===== src/rtl/pool_window_gen.sv =====
// pool_window_gen: streams raster pixels and emits non-overlapping 2x2 windows for the max-pool.
module pool_window_gen #(
  parameter int DATA_W = 16,
  parameter int IMG_W  = 8,
  parameter int IMG_H  = 8
) (
  input  logic                     clk,
  input  logic                     rst,
  input  logic                     in_valid,
  input  logic signed [DATA_W-1:0] in_data,
  output logic                     win_valid,
  output logic signed [DATA_W-1:0] win1,
  output logic signed [DATA_W-1:0] win2,
  output logic signed [DATA_W-1:0] win3,
  output logic signed [DATA_W-1:0] win4,
  output logic                     frame_done
);
  localparam int CW = (IMG_W > 1) ? $clog2(IMG_W) : 1;
  localparam int RW = (IMG_H > 1) ? $clog2(IMG_H) : 1;
  localparam logic [CW-1:0] COL_MAX = CW'(IMG_W - 1);
  localparam logic [RW-1:0] ROW_MAX = RW'(IMG_H - 1);
  logic [CW-1:0] col_q, col_d;
  logic [RW-1:0] row_q, row_d;
  logic signed [DATA_W-1:0] line_q [IMG_W];
  logic signed [DATA_W-1:0] line_d [IMG_W];
  logic signed [DATA_W-1:0] bl_q, bl_d;
  logic signed [DATA_W-1:0] w1_q, w1_d, w2_q, w2_d, w3_q, w3_d, w4_q, w4_d;
  logic wv_q, wv_d, fd_q, fd_d;
  logic last_col, last_row, fire;
  always_comb begin
    last_col = col_q == COL_MAX;
    last_row = row_q == ROW_MAX;
    fire     = in_valid && row_q[0] && col_q[0];
    col_d    = in_valid ? (last_col ? '0 : col_q + CW'(1)) : col_q;
    row_d    = (in_valid && last_col) ? (last_row ? '0 : row_q + RW'(1)) : row_q;
    line_d   = line_q;
    if (in_valid && !row_q[0]) line_d[col_q] = in_data;
    bl_d     = (in_valid && row_q[0] && !col_q[0]) ? in_data : bl_q;
    // odd rows never write the line buffer, so both reads see the previous even row
    w1_d     = fire ? line_q[col_q - CW'(1)] : w1_q;
    w2_d     = fire ? line_q[col_q] : w2_q;
    w3_d     = fire ? bl_q : w3_q;
    w4_d     = fire ? in_data : w4_q;
    wv_d     = fire;
    fd_d     = fire && last_col && last_row;
  end
  always_ff @(posedge clk) begin
    if (rst) begin
      col_q <= '0;
      row_q <= '0;
      bl_q  <= '0;
      w1_q  <= '0;
      w2_q  <= '0;
      w3_q  <= '0;
      w4_q  <= '0;
      wv_q  <= 1'b0;
      fd_q  <= 1'b0;
    end else begin
      col_q <= col_d;
      row_q <= row_d;
      bl_q  <= bl_d;
      w1_q  <= w1_d;
      w2_q  <= w2_d;
      w3_q  <= w3_d;
      w4_q  <= w4_d;
      wv_q  <= wv_d;
      fd_q  <= fd_d;
    end
  end
  always_ff @(posedge clk) begin
    if (!rst) line_q <= line_d;
  end
  assign win_valid  = wv_q;
  assign frame_done = fd_q;
  assign win1 = w1_q;
  assign win2 = w2_q;
  assign win3 = w3_q;
  assign win4 = w4_q;
endmodule

===== config.mk =====
export PLATFORM = sky130hd
export DESIGN_NAME = pool_window_gen
export DESIGN_NICKNAME = d
export VERILOG_FILES = /design/src/rtl/pool_window_gen.sv
export SDC_FILE = /design/constraint.sdc
export NUM_CORES = 1
export LEC_CHECK = 0
export CAP_MARGIN = 25
export CORE_MARGIN = 8
export CORE_UTILIZATION = 25
export CTS_CLUSTER_DIAMETER = 30
export DETAILED_ROUTE_END_ITERATION = 10
export GPL_TIMING_DRIVEN = 0
export SKIP_CTS_REPAIR_TIMING = 1
export SLEW_MARGIN = 20
export SYNTH_ARGS = -nofsm -noshare
export SYNTH_HDL_FRONTEND = slang
export SYNTH_SLANG_ARGS = --single-unit

===== constraint.sdc =====
create_clock -name clk -period 2.7 [get_ports clk]
set_input_delay 0.81 -clock clk [delete_from_list [all_inputs] [get_ports clk]]
set_output_delay 0.81 -clock clk [all_outputs]
set_load 0.02 [all_outputs]

# --- Yosys cells after proc, flatten, opt, wreduce, memory -nomap -nowiden ---
# Cells that the tools add are included.
word_totals:
  register_bits: 216
  in_bits: 19
classes:
  mux: 11
  n_eq_ne: 2
  order_cmp: 3
  n_bitwise: 3
  addsub: 3
  n_reduce_logical: 11
ops:
  columns: ["operator", "n"]
  rows:
  - ["128-bit bitwise mux", 1]
  - ["16-bit binary-select mux with 3-bit select", 2]
  - ["16-bit 2-to-1 mux", 5]
  - ["16-bit demux with 3-bit select", 1]
  - ["4-bit >= comparator (second input constant)", 2]
  - ["1-bit logical AND", 8]
  - ["3-bit inverter with 4-bit output", 2]
  - ["3-bit by 1-bit adder with 3-bit output (second input constant)", 2]
  - ["3-bit == test (second input constant)", 2]
  - ["3-bit 2-to-1 mux", 2]
  - ["4-bit by 1-bit less-than comparator with 1-bit output (second input constant)", 1]
  - ["3-bit by 1-bit subtractor with 3-bit output (second input constant)", 1]
  - ["1-bit logical NOT", 2]
  - ["2-bit AND reduction", 1]
  - ["1-bit inverter", 1]

# --- Logic depth before layout (Yosys ltp) ---
# Gate-level depths: netlist (run 1).
logic_depth:
  word_depth: 6
  depth_mapped: 9
  ltp_nobuf: 6

# --- Worst setup path after synthesis (run 1) ---
# Ideal clock, no wire load.
synth_path:
  kind: "input to register"
  from: "in rst"
  to: "reg line_q[100] in the netlist's numbering (enable)"
  required_ns: 2.291
  path_buffers: 1
  arrival_ns: 2.359
  path_stages: 4
  setup_slack_ns: -0.068
  cell_sequence: "clkbuf_1 > nor2_1 > nand3_1 > nor3_1"
synth_via:
  elab_chain_len: 2
synth_rtl:
  columns: ["element", "line_no", "text"]
  rows:
  - ["from (decl)", "8", "input logic rst,"]
  - ["1-bit inverter (no line)", null, null]
  - ["2-bit AND reduction (no line)", null, null]
  - ["to (signal assigned)", "71", "if (!rst) line_q <= line_d;"]
  - ["to (decl)", "24", "logic signed [DATA_W-1:0] line_q [IMG_W];"]
# No other way between the ends.
# A chain may end at the register's enable or synchronous reset.

# --- Worst setup path in the final report (run 1) ---
layout_path:
  from: "reg col_q[1]"
  to: "reg w1_q[4] (netlist: win1[4])"
layout_via:
  elab_chain_len: 5
layout_rtl:
  columns: ["element", "line_no", "text"]
  rows:
  - ["from (decl)", "22", "logic [CW-1:0] col_q, col_d;"]
  - ["from (signal assigned)", "59", "col_q <= col_d;"]
  - ["3-bit by 1-bit subtractor with 3-bit output", "40", "w1_d = fire ? line_q[col_q - CW'(1)] : w1_q;"]
  - ["3-bit inverter with 4-bit output (implied by the code)", "40", null]
  - ["16-bit binary-select mux with 3-bit select", "40", null]
  - ["16-bit 2-to-1 mux (implied by the code) (2 in series)", "40", null]
  - ["to (signal assigned)", "62", "w1_q <= w1_d;"]
  - ["to (decl)", "27", "logic signed [DATA_W-1:0] w1_q, w1_d, w2_q, w2_d, w3_q, w3_d, w4_q, w4_d;"]
# No other way between the ends. The select of a mux whose other input is x is not followed.

==> results of run 1 <==
-- per-stage QoR --
stage	cell area [um2]	setup slack [ns]
finish	11400	0.205
global route	11400	0.0984
CTS	11300	-1.14
detailed placement	9770	-1.12
global placement	9650	-0.991
floorplan	8260	0.259
-- worst max-delay path: stages (launching register included) --
cell and delay [ns]:
dfxtp_1 0.49, clkbuf_2 0.33, clkinvlp_4 0.18, ha_4 0.19, xor2_4 0.21, buf_4 0.21
mux4_1 0.57, nand2_1 0.09, a21oi_1 0.07
-- layout make-up --
type,count,area share (%)
Tap cell,442,4.86
Clock buffer,50,10.5
Inverter,2,0.0990
Buffer,42,1.72
Clock inverter,33,3.21
Sequential cell,216,49.3
Timing Repair Buffer,94,8.36
Multi-Input combinational cell,371,22.0
-- per-layer routing --
| metal | global-route usage, % | up-vias |
|---|---|---|
| met5 | 0 | - |
| met4 | 4.20 | 2 |
| met3 | 3.34 | 35 |
| met2 | 19.0 | 216 |
| met1 | 16.0 | 2785 |
| li1 | - | 2589 |
-- kinds of logic (layout without fill, tap and decap cells) --
group	after synthesis	after routing	share of synthesized area (%)
xor+xnor	1	1	0.334
simple gates	187	187	8.91
mux	65	65	11.2
flops	216	216	67.9
buf+inv	46	221	2.52
fa+ha+maj	5	5	0.758
compound gates	113	113	8.37
-- flip-flops by register name (all words and copies together) (netlist names) --
name and count:
line_q 128, bl_q 16, win1 16, win2 16, win3 16, win4 16
col_q 3, row_q 3, frame_done 1, win_valid 1
-- worst min-delay path by stage --
| stage | slack (ns) | cells after the start | start | to |
|---|---|---|---|---|
| 3_5_place_dp | 0.45 | 2 | win3[5]$_SDFFE_PP0P_ | win3[5]$_SDFFE_PP0P_ |
| 5_1_grt | 0.47 | 2 | bl_q[2]$_SDFFE_PP0P_ | bl_q[2]$_SDFFE_PP0P_ |
| 3_3_place_gp | 0.44 | 2 | win4[7]$_SDFFE_PP0P_ | win4[7]$_SDFFE_PP0P_ |
| 4_1_cts | 0.46 | 2 | bl_q[12]$_SDFFE_PP0P_ | win3[12]$_SDFFE_PP0P_ |
| 6_report | 0.45 | 2 | win2[10]$_SDFFE_PP0P_ | win2[10]$_SDFFE_PP0P_ |
| 2_1_floorplan | 0.43 | 2 | bl_q[0]$_SDFFE_PP0P_ | win3[0]$_SDFFE_PP0P_ |
-- report_power, final --
part           leakage (nW)  switching [mW]  internal [mW]  total, mW
Clock                 0.747            1.87           3.71       5.58
Sequential             1.87          0.0122           3.52       3.54
Combinational          1.07           0.248          0.187      0.435
-- cells in the mapped netlist --
library cell,n
and3_1,3
a211o_1,10
buf_1,2
nand2_1,151
clkbuf_1,31
o221ai_1,5
a21oi_1,68
inv_1,1
buf_2,9
edfxtp_1,128
a311oi_1,5
nand3_1,6
o21ai_0,5
nor2_1,18
ha_1,5
inv_2,1
o22ai_1,10
mux4_2,11
dfxtp_1,88
mux4_1,6
buf_6,1
mux2_2,30
mux2i_1,18
xor2_4,1
a21oi_2,10
buf_12,1
nor3_1,3
nand2b_1,6
==> summary.txt, run 1 <==
# diodes = 0
DR vias = 5,627
hold_ws = 0.450 ns
H-Tree Depth = 2
Die Ht = 198 um
status = completed
share of layout cells above drive strength 1 = 20.3%
met1 WL = 10,600 um
area delta synth->final = 37.9%
DP HPWL = 15,800 um
Slew HR = 43.2%
FP Rows = 66
yosys warns = 0
largest cells by area after synthesis = edfxtp_1 47%, dfxtp_1 21%, nand2_1 6.9%
Final Hold Fails = 0
final core occ = 35.0%
worst r2r src = col_q[1]$_SDFFE_PP0P_
commonest non-fill, non-tap cells in the layout = 151 x nand2_1, 128 x edfxtp_1, 88 x dfxtp_1, 83 x clkdlybuf4s50_1, 68 x a21oi_1
Register-to-Register Path Depth = 8
most common cell after layout, fill and taps aside = nand2_1
worst hold path type = reg -> reg
Tcrit/Tclk final = 92.4%
CTS tree = yes
TritonCTS Buffers = 45
grt ovf = 0
Multi-input gate area = 2500 um2
R2R Path End = win1[4]$_SDFFE_PP0P_
critical path class = reg -> reg
die width = 198 um
vias in the first global route = 5,756
worst setup path endpoint = win1[4]$_SDFFE_PP0P_
clock skew = 0.00950 ns
Crit. End Element = flip-flop
DR pass1 iterations = 5
Final Critical Period = 2.50 ns
Critical Path AT = 2.88 ns
crit path launch type = flip-flop
TNS Setup = 0 ns
Final setup viols = 0
initial DRC count = 350
worst slew pin tran = 0.852 ns
fillers = 3,170
Yosys top cell by area = edfxtp_1
vias per inst = 4.50
port bufs = 83
top cell type's share of synthesized area = 46.6%
die area = 39,100 um2
fin nets = 796
pwr dens = 840 nW/um2
drt drc = 0
cell area after synthesis = 8250 um2
worst skew pair latency = 0.53 ns
Crit Path Max Fanout = 10
met3 wire length = 1800 um
initial antenna violation count = 1
Worst VDD drop = 482 uV
Post-Layout Cell Count = 1,250
Post-Synthesis Cells = 633
first-pass GRT wire length = 35,700 um
antenna viol nets, final = 0
FF+latch count, synth = 216
synth unique cells = 28
worst path required time = 3.08 ns
uppermost layer routed = met5
CTS clk-pin slew, worst paths = 0.05 ns
total power = 9.55 mW
fmax = 401 MHz
clk sinks = 216
MaxCap Viol Count = 0
All-Layer GR Usage = 12.2%
unrepaired setup endpoints after global routing = no
core area = 32,500 um2
largest net degree at the start of global routing = 17
Avg Synthesized Cell Area = 13.0 um2
Met2 Wirelength = 11,100 um
r2r setup slk = 0.20 ns
Initial Utilization = 25.4%
syn_nets = 657
Final GP Congestion = 0.773
Pleak = 3.68 nW
Routed wire per std cell = 19.2 um
register area share after synthesis = 67.9%
clk buf depth = 3
Placed Instances = 1,164
CP Launch Point = col_q[1]$_SDFFE_PP0P_
Ports = 85
DRT Wirelength = 24,000 um
FF+latch area = 5610 um2
Slew Viols, Final = 0
clock root buffer = clkbuf_16
Power figures use the tool's default switching activity.
==> run 2: changes to the inputs <==
CTS_CLUSTER_DIAMETER = not set   (was 30)
==> run 2 against run 1 <==
Against the previous run:
- global-route usage is 0.41 points lower
- final cell count is 3.4% lower
- register-to-register slack hardly changed
- via count is 3.0% lower
- first-iteration DRC count is 3.4% higher
- non-clock buffer count stayed put
- fmax is 1.6% lower
- critical path depth is 3 lower
- design area is 7.4% lower
- core utilization is 2.6 points lower
==> summary.txt, run 2 (same netlist as run 1, synthesis figures left out) <==
status = completed
worst slew pin tran = 0.861 ns
Worst VDD drop = 399 uV
DRT Wirelength = 23,600 um
Crit. End Element = flip-flop
worst path required time = 2.91 ns
# diodes = 0
Final Critical Period = 2.54 ns
clock skew = 0.00896 ns
FP Rows = 66
Routed wire per std cell = 19.5 um
pwr dens = 665 nW/um2
worst hold path type = reg -> reg
Slew HR = 42.6%
share of layout cells above drive strength 1 = 15.7%
All-Layer GR Usage = 11.8%
total power = 7.00 mW
most common cell after layout, fill and taps aside = nand2_1
Slowest-stage cell, CP = nor2_2
unrepaired setup endpoints after global routing = no
clk sinks = 216
Slew Viols, Final = 0
clk buf depth = 3
Post-Layout Cell Count = 1,208
Die Ht = 198 um
final core occ = 32.4%
core area = 32,500 um2
antenna viol nets, final = 0
Ports = 85
Placed Instances = 1,164
max incr delay on CP = 0.67 ns
Pleak = 3.29 nW
Tcrit/Tclk final = 93.9%
die area = 39,100 um2
fillers = 3,264
area delta synth->final = 27.7%
port bufs = 83
Largest register FFs = 128
crit path launch type = input pin
critical path class = in -> reg
worst skew pair latency = 0.50 ns
vias per inst = 4.52
DR pass1 iterations = 5
fmax = 394 MHz
dpl cell area = 9770 um2
vias in the first global route = 5,441
DR vias = 5,457
Crit Path Max Fanout = 10
post-route cell area = 10,500 um2
clock root buffer = clkbuf_16
drt drc = 0
TritonCTS Buffers = 23
DP HPWL = 15,800 um
Initial Utilization = 25.4%
TNS Setup = 0 ns
CTS clk-pin slew, worst paths = 0.06 ns
Final setup viols = 0
Critical Path, Cell by Cell = clkdlybuf4s50_1 > buf_2 > nand3_1 > nor2_2 > buf_6
largest net degree at the start of global routing = 17
grt ovf = 0
Final Hold Fails = 0
fin nets = 774
first-pass GRT wire length = 34,700 um
Largest Register = line_q
CTS tree = yes
commonest non-fill, non-tap cells in the layout = 151 x nand2_1, 128 x edfxtp_1, 88 x dfxtp_1, 83 x clkdlybuf4s50_1, 68 x a21oi_1
MaxCap Viol Count = 0
Critical Path AT = 2.74 ns
initial DRC count = 362
initial antenna violation count = 1
H-Tree Depth = 1
die width = 198 um
Final GP Congestion = 0.773
run 2: changes by cell type in the layout (fill, tap and decap cells not counted), sizes merged:
cell | previous run | this run
bufinv | 5 | 1
clkinvlp | 8 | 2
inv | 9 | 1
clkinv | 13 | 8
clkbuf | 80 | 61
run 2: per-layer routing:
| metal | track usage [%] | part of all wire, % |
|---|---|---|
| met4 | 2.32 | 1.6 |
| met1 | 15.8 | 45 |
| met3 | 2.72 | 7.1 |
| met2 | 19.1 | 46 |
| met5 | 0 | 0.055 |
run 2: stage by stage:
step,hold WS (ns),setup WS [ns]
floorplan,0.432,0.259
global placement,0.445,-0.991
detailed placement,0.449,-1.12
CTS,0.457,-1.13
global route,0.477,0.0672
finish,0.453,0.164
run 2: worst max-delay path, delay by kind of cell:
kind	cells	cell delay (ns)
buffers and inverters	3	0.96
AND/OR/NAND/NOR	2	0.97
run 2: worst paths after layout:
path,end,cells past startpoint,start,slack [ns]
hold / removal,win2[10]$_SDFFE_PP0P_,2,win2[10]$_SDFFE_PP0P_,0.45
hold reg to reg,win2[10]$_SDFFE_PP0P_,2,win2[10]$_SDFFE_PP0P_,0.45
setup / recovery,line_q[42]$_DFFE_PP_,5,in_valid,0.16
setup reg to reg,win1[0]$_SDFFE_PP0P_,8,col_q[1]$_SDFFE_PP0P_,0.20
run 2: power breakdown:
group / leakage (nW) / switching, mW / internal (mW)
Clock: 0.353 / 1.27 / 1.77
Combinational: 1.07 / 0.249 / 0.187
Sequential: 1.87 / 0.0118 / 3.52
Total: 3.29 / 1.53 / 5.47
run 2: cell type report:
cell class	instances	area, um2	share of cell area, %
plain buffers	42	195	1.85
clock buffers	31	646	6.13
clock inverters	10	76.3	0.724
inverters	2	11.3	0.107
multi-input cells	371	2500	23.7
flip-flops and latches	216	5610	53.2
well taps	442	553	5.25
repair buffers	94	951	9.02
==> run 3: changes to the inputs <==
SKIP_CTS_REPAIR_TIMING = not set   (was 1)
clock period = 2.1 ns   (was 2.7 ns; I/O delays follow)
==> run 3 against run 2 <==
Against the previous run:
- non-clock buffer count increased by 15
- clock skew increased by 0.0015 ns
- critical path depth increased by 4
- sequential power increased by 28%
- via count increased by 0.31%
- largest cell class unchanged
- sequential share of layout area decreased by 1.6 points
- highest routed layer unchanged
- register-to-register slack got worse by 0.10 ns
- first-iteration DRC count decreased by 11%
- largest power group unchanged
==> summary.txt, run 3 (same netlist as run 1, synthesis figures left out) <==
Initial Utilization = 25.4%
Largest register FFs = 128
Slew HR = 36.6%
MaxCap Viol Count = 0
vias in the first global route = 5,600
Crit Path Max Fanout = 5
share of layout cells above drive strength 1 = 19.8%
grt ovf = 0
initial antenna violation count = 1
Final setup viols = 0
Worst VDD drop = 484 uV
Register-to-Register Path Depth = 9
drt drc = 0
Largest Register = line_q
clk buf depth = 3
hold path start = win4[2]$_SDFFE_PP0P_
DP HPWL = 16,000 um
core area = 32,500 um2
Worst Hold Path EP = win4[2]$_SDFFE_PP0P_
worst r2r src = col_q[1]$_SDFFE_PP0P_
r2r setup slk = 0.1 ns
All-Layer GR Usage = 11.8%
antenna viol nets, final = 0
Setup WS post-layout = 0.0997 ns
CTS clk-pin slew, worst paths = 0.06 ns
initial DRC count = 321
commonest non-fill, non-tap cells in the layout = 149 x nand2_1, 128 x edfxtp_1, 87 x dfxtp_1, 68 x a21oi_1, 62 x dlygate4sd2_1
die area = 39,100 um2
fmax = 500 MHz
Critical Path AT = 2.37 ns
unrepaired setup endpoints after global routing = no
area delta synth->final = 31.7%
R2R Path End = win1[6]$_SDFFE_PP0P_
Tcrit/Tclk final = 95.3%
worst skew pair latency = 0.51 ns
Die Ht = 198 um
TNS Setup = 0 ns
# diodes = 0
vias per inst = 4.46
fin nets = 790
Ports = 85
clk sinks = 216
hold-fix buffers at CTS = 0
H-Tree Depth = 1
largest net degree at the start of global routing = 16
clock root buffer = clkbuf_16
die width = 198 um
pre-CTS WS = -0.775 ns
most common cell after layout, fill and taps aside = nand2_1
crit path launch type = flip-flop
pwr dens = 876 nW/um2
Slew Viols, Final = 0
Routed wire per std cell = 19.1 um
DR pass1 iterations = 4
clock skew = 0.0104 ns
status = completed
Final Critical Period = 2.00 ns
Crit. End Element = flip-flop
worst path required time = 2.47 ns
critical path class = reg -> reg
TritonCTS Buffers = 24
DRT Wirelength = 23,500 um
worst hold stages = 2
Final Hold Fails = 0
FP Rows = 66
Worst Path Buf+Inv = 4
Final GP Congestion = 0.765
worst slew pin tran = 0.952 ns
cell family with most CP delay = buffers and inverters
Pleak = 3.86 nW
DR vias = 5,474
Critical Path, Cell by Cell = clkbuf_16 > inv_4 > ha_4 > xor2_4 > buf_4 > buf_16 > mux4_2 > nand2_1 > a21oi_2
total power = 9.52 mW
CTS tree = yes
worst hold path type = reg -> reg
max incr delay on CP = 0.49 ns
port bufs = 83
first-pass GRT wire length = 35,200 um
Slowest-stage cell, CP = mux4_2
run 3: worst register-to-register path: cells and delay by family (launching register included):
family	cells	cell delay [ns]
AOI/OAI and AO/OA	1	0.05
xor gates and xnor gates	1	0.20
muxes	1	0.49
buffers and inverters	4	0.52
and+or+nand+nor	1	0.10
DFF	1	0.35
adders and majority gates	1	0.15
run 3: power by group:
| group | internal, mW | switching (mW) |
|---|---|---|
| clock network | 2.64 | 1.72 |
| registers | 4.52 | 0.0139 |
| logic | 0.291 | 0.336 |
| total | 7.45 | 2.07 |
run 3: routing by layer:
layer | vias up | wire length, um | track usage (%) | share of wire, %
li1 | 2565 | - | - | -
met1 | 2702 | 10500 | 16.0 | 45
met2 | 169 | 10800 | 18.8 | 46
met3 | 36 | 1770 | 2.55 | 7.5
met4 | 2 | 423 | 3.26 | 1.8
met5 | - | 10 | 0 | 0.043
run 3: cell type report:
cell class                      count  area, um2
Tap cell                          442        553
Inverter                            2       12.5
Sequential cell                   216       5610
Clock inverter                     11        124
Timing Repair Buffer              109       1080
Multi-Input combinational cell    371       2540
Clock buffer                       33        716
Buffer                             42        230
Fill cell                        3229      21700
run 3: how the worst max path moves through the flow:
| stage | startpoint | to | slack [ns] | cells after the start |
|---|---|---|---|---|
| 5_1_grt | col_q[0]$_SDFFE_PP0P_ | win1[3]$_SDFFE_PP0P_ | 0.01 | 9 |
| 2_1_floorplan | rst | line_q[64]$_DFFE_PP_ | -0.07 | 4 |
| 4_1_cts | win_valid$_SDFF_PP0_ | win_valid | 0.002 | 1 |
| 3_5_place_dp | in_valid | line_q[61]$_DFFE_PP_ | -0.78 | 5 |
| 6_report | col_q[1]$_SDFFE_PP0P_ | win1[6]$_SDFFE_PP0P_ | 0.1 | 9 |
| 3_3_place_gp | in_valid | line_q[88]$_DFFE_PP_ | -1.37 | 4 |
run 3: what timing repair did:
action                     CTS  global route
gates cloned                 1             0
setup endpoints to repair  171            41
pin swaps                    7             0
gates resized for setup     78            20
buffers inserted            18             0
run 3: stage by stage:
stage / area (um2) / utilization [%] / hold slack [ns] / cells
2_1_floorplan: 8300 / - / 0.432 / 633
3_3_place_gp: 9680 / 29.8 / 0.444 / 1158
3_5_place_dp: 9800 / 30.1 / 0.446 / 1165
4_1_cts: 10800 / 33.3 / 0.457 / 1227
5_1_grt: 10900 / 33.4 / 0.466 / 1226
6_report: 10900 / 33.4 / 0.452 / 1226
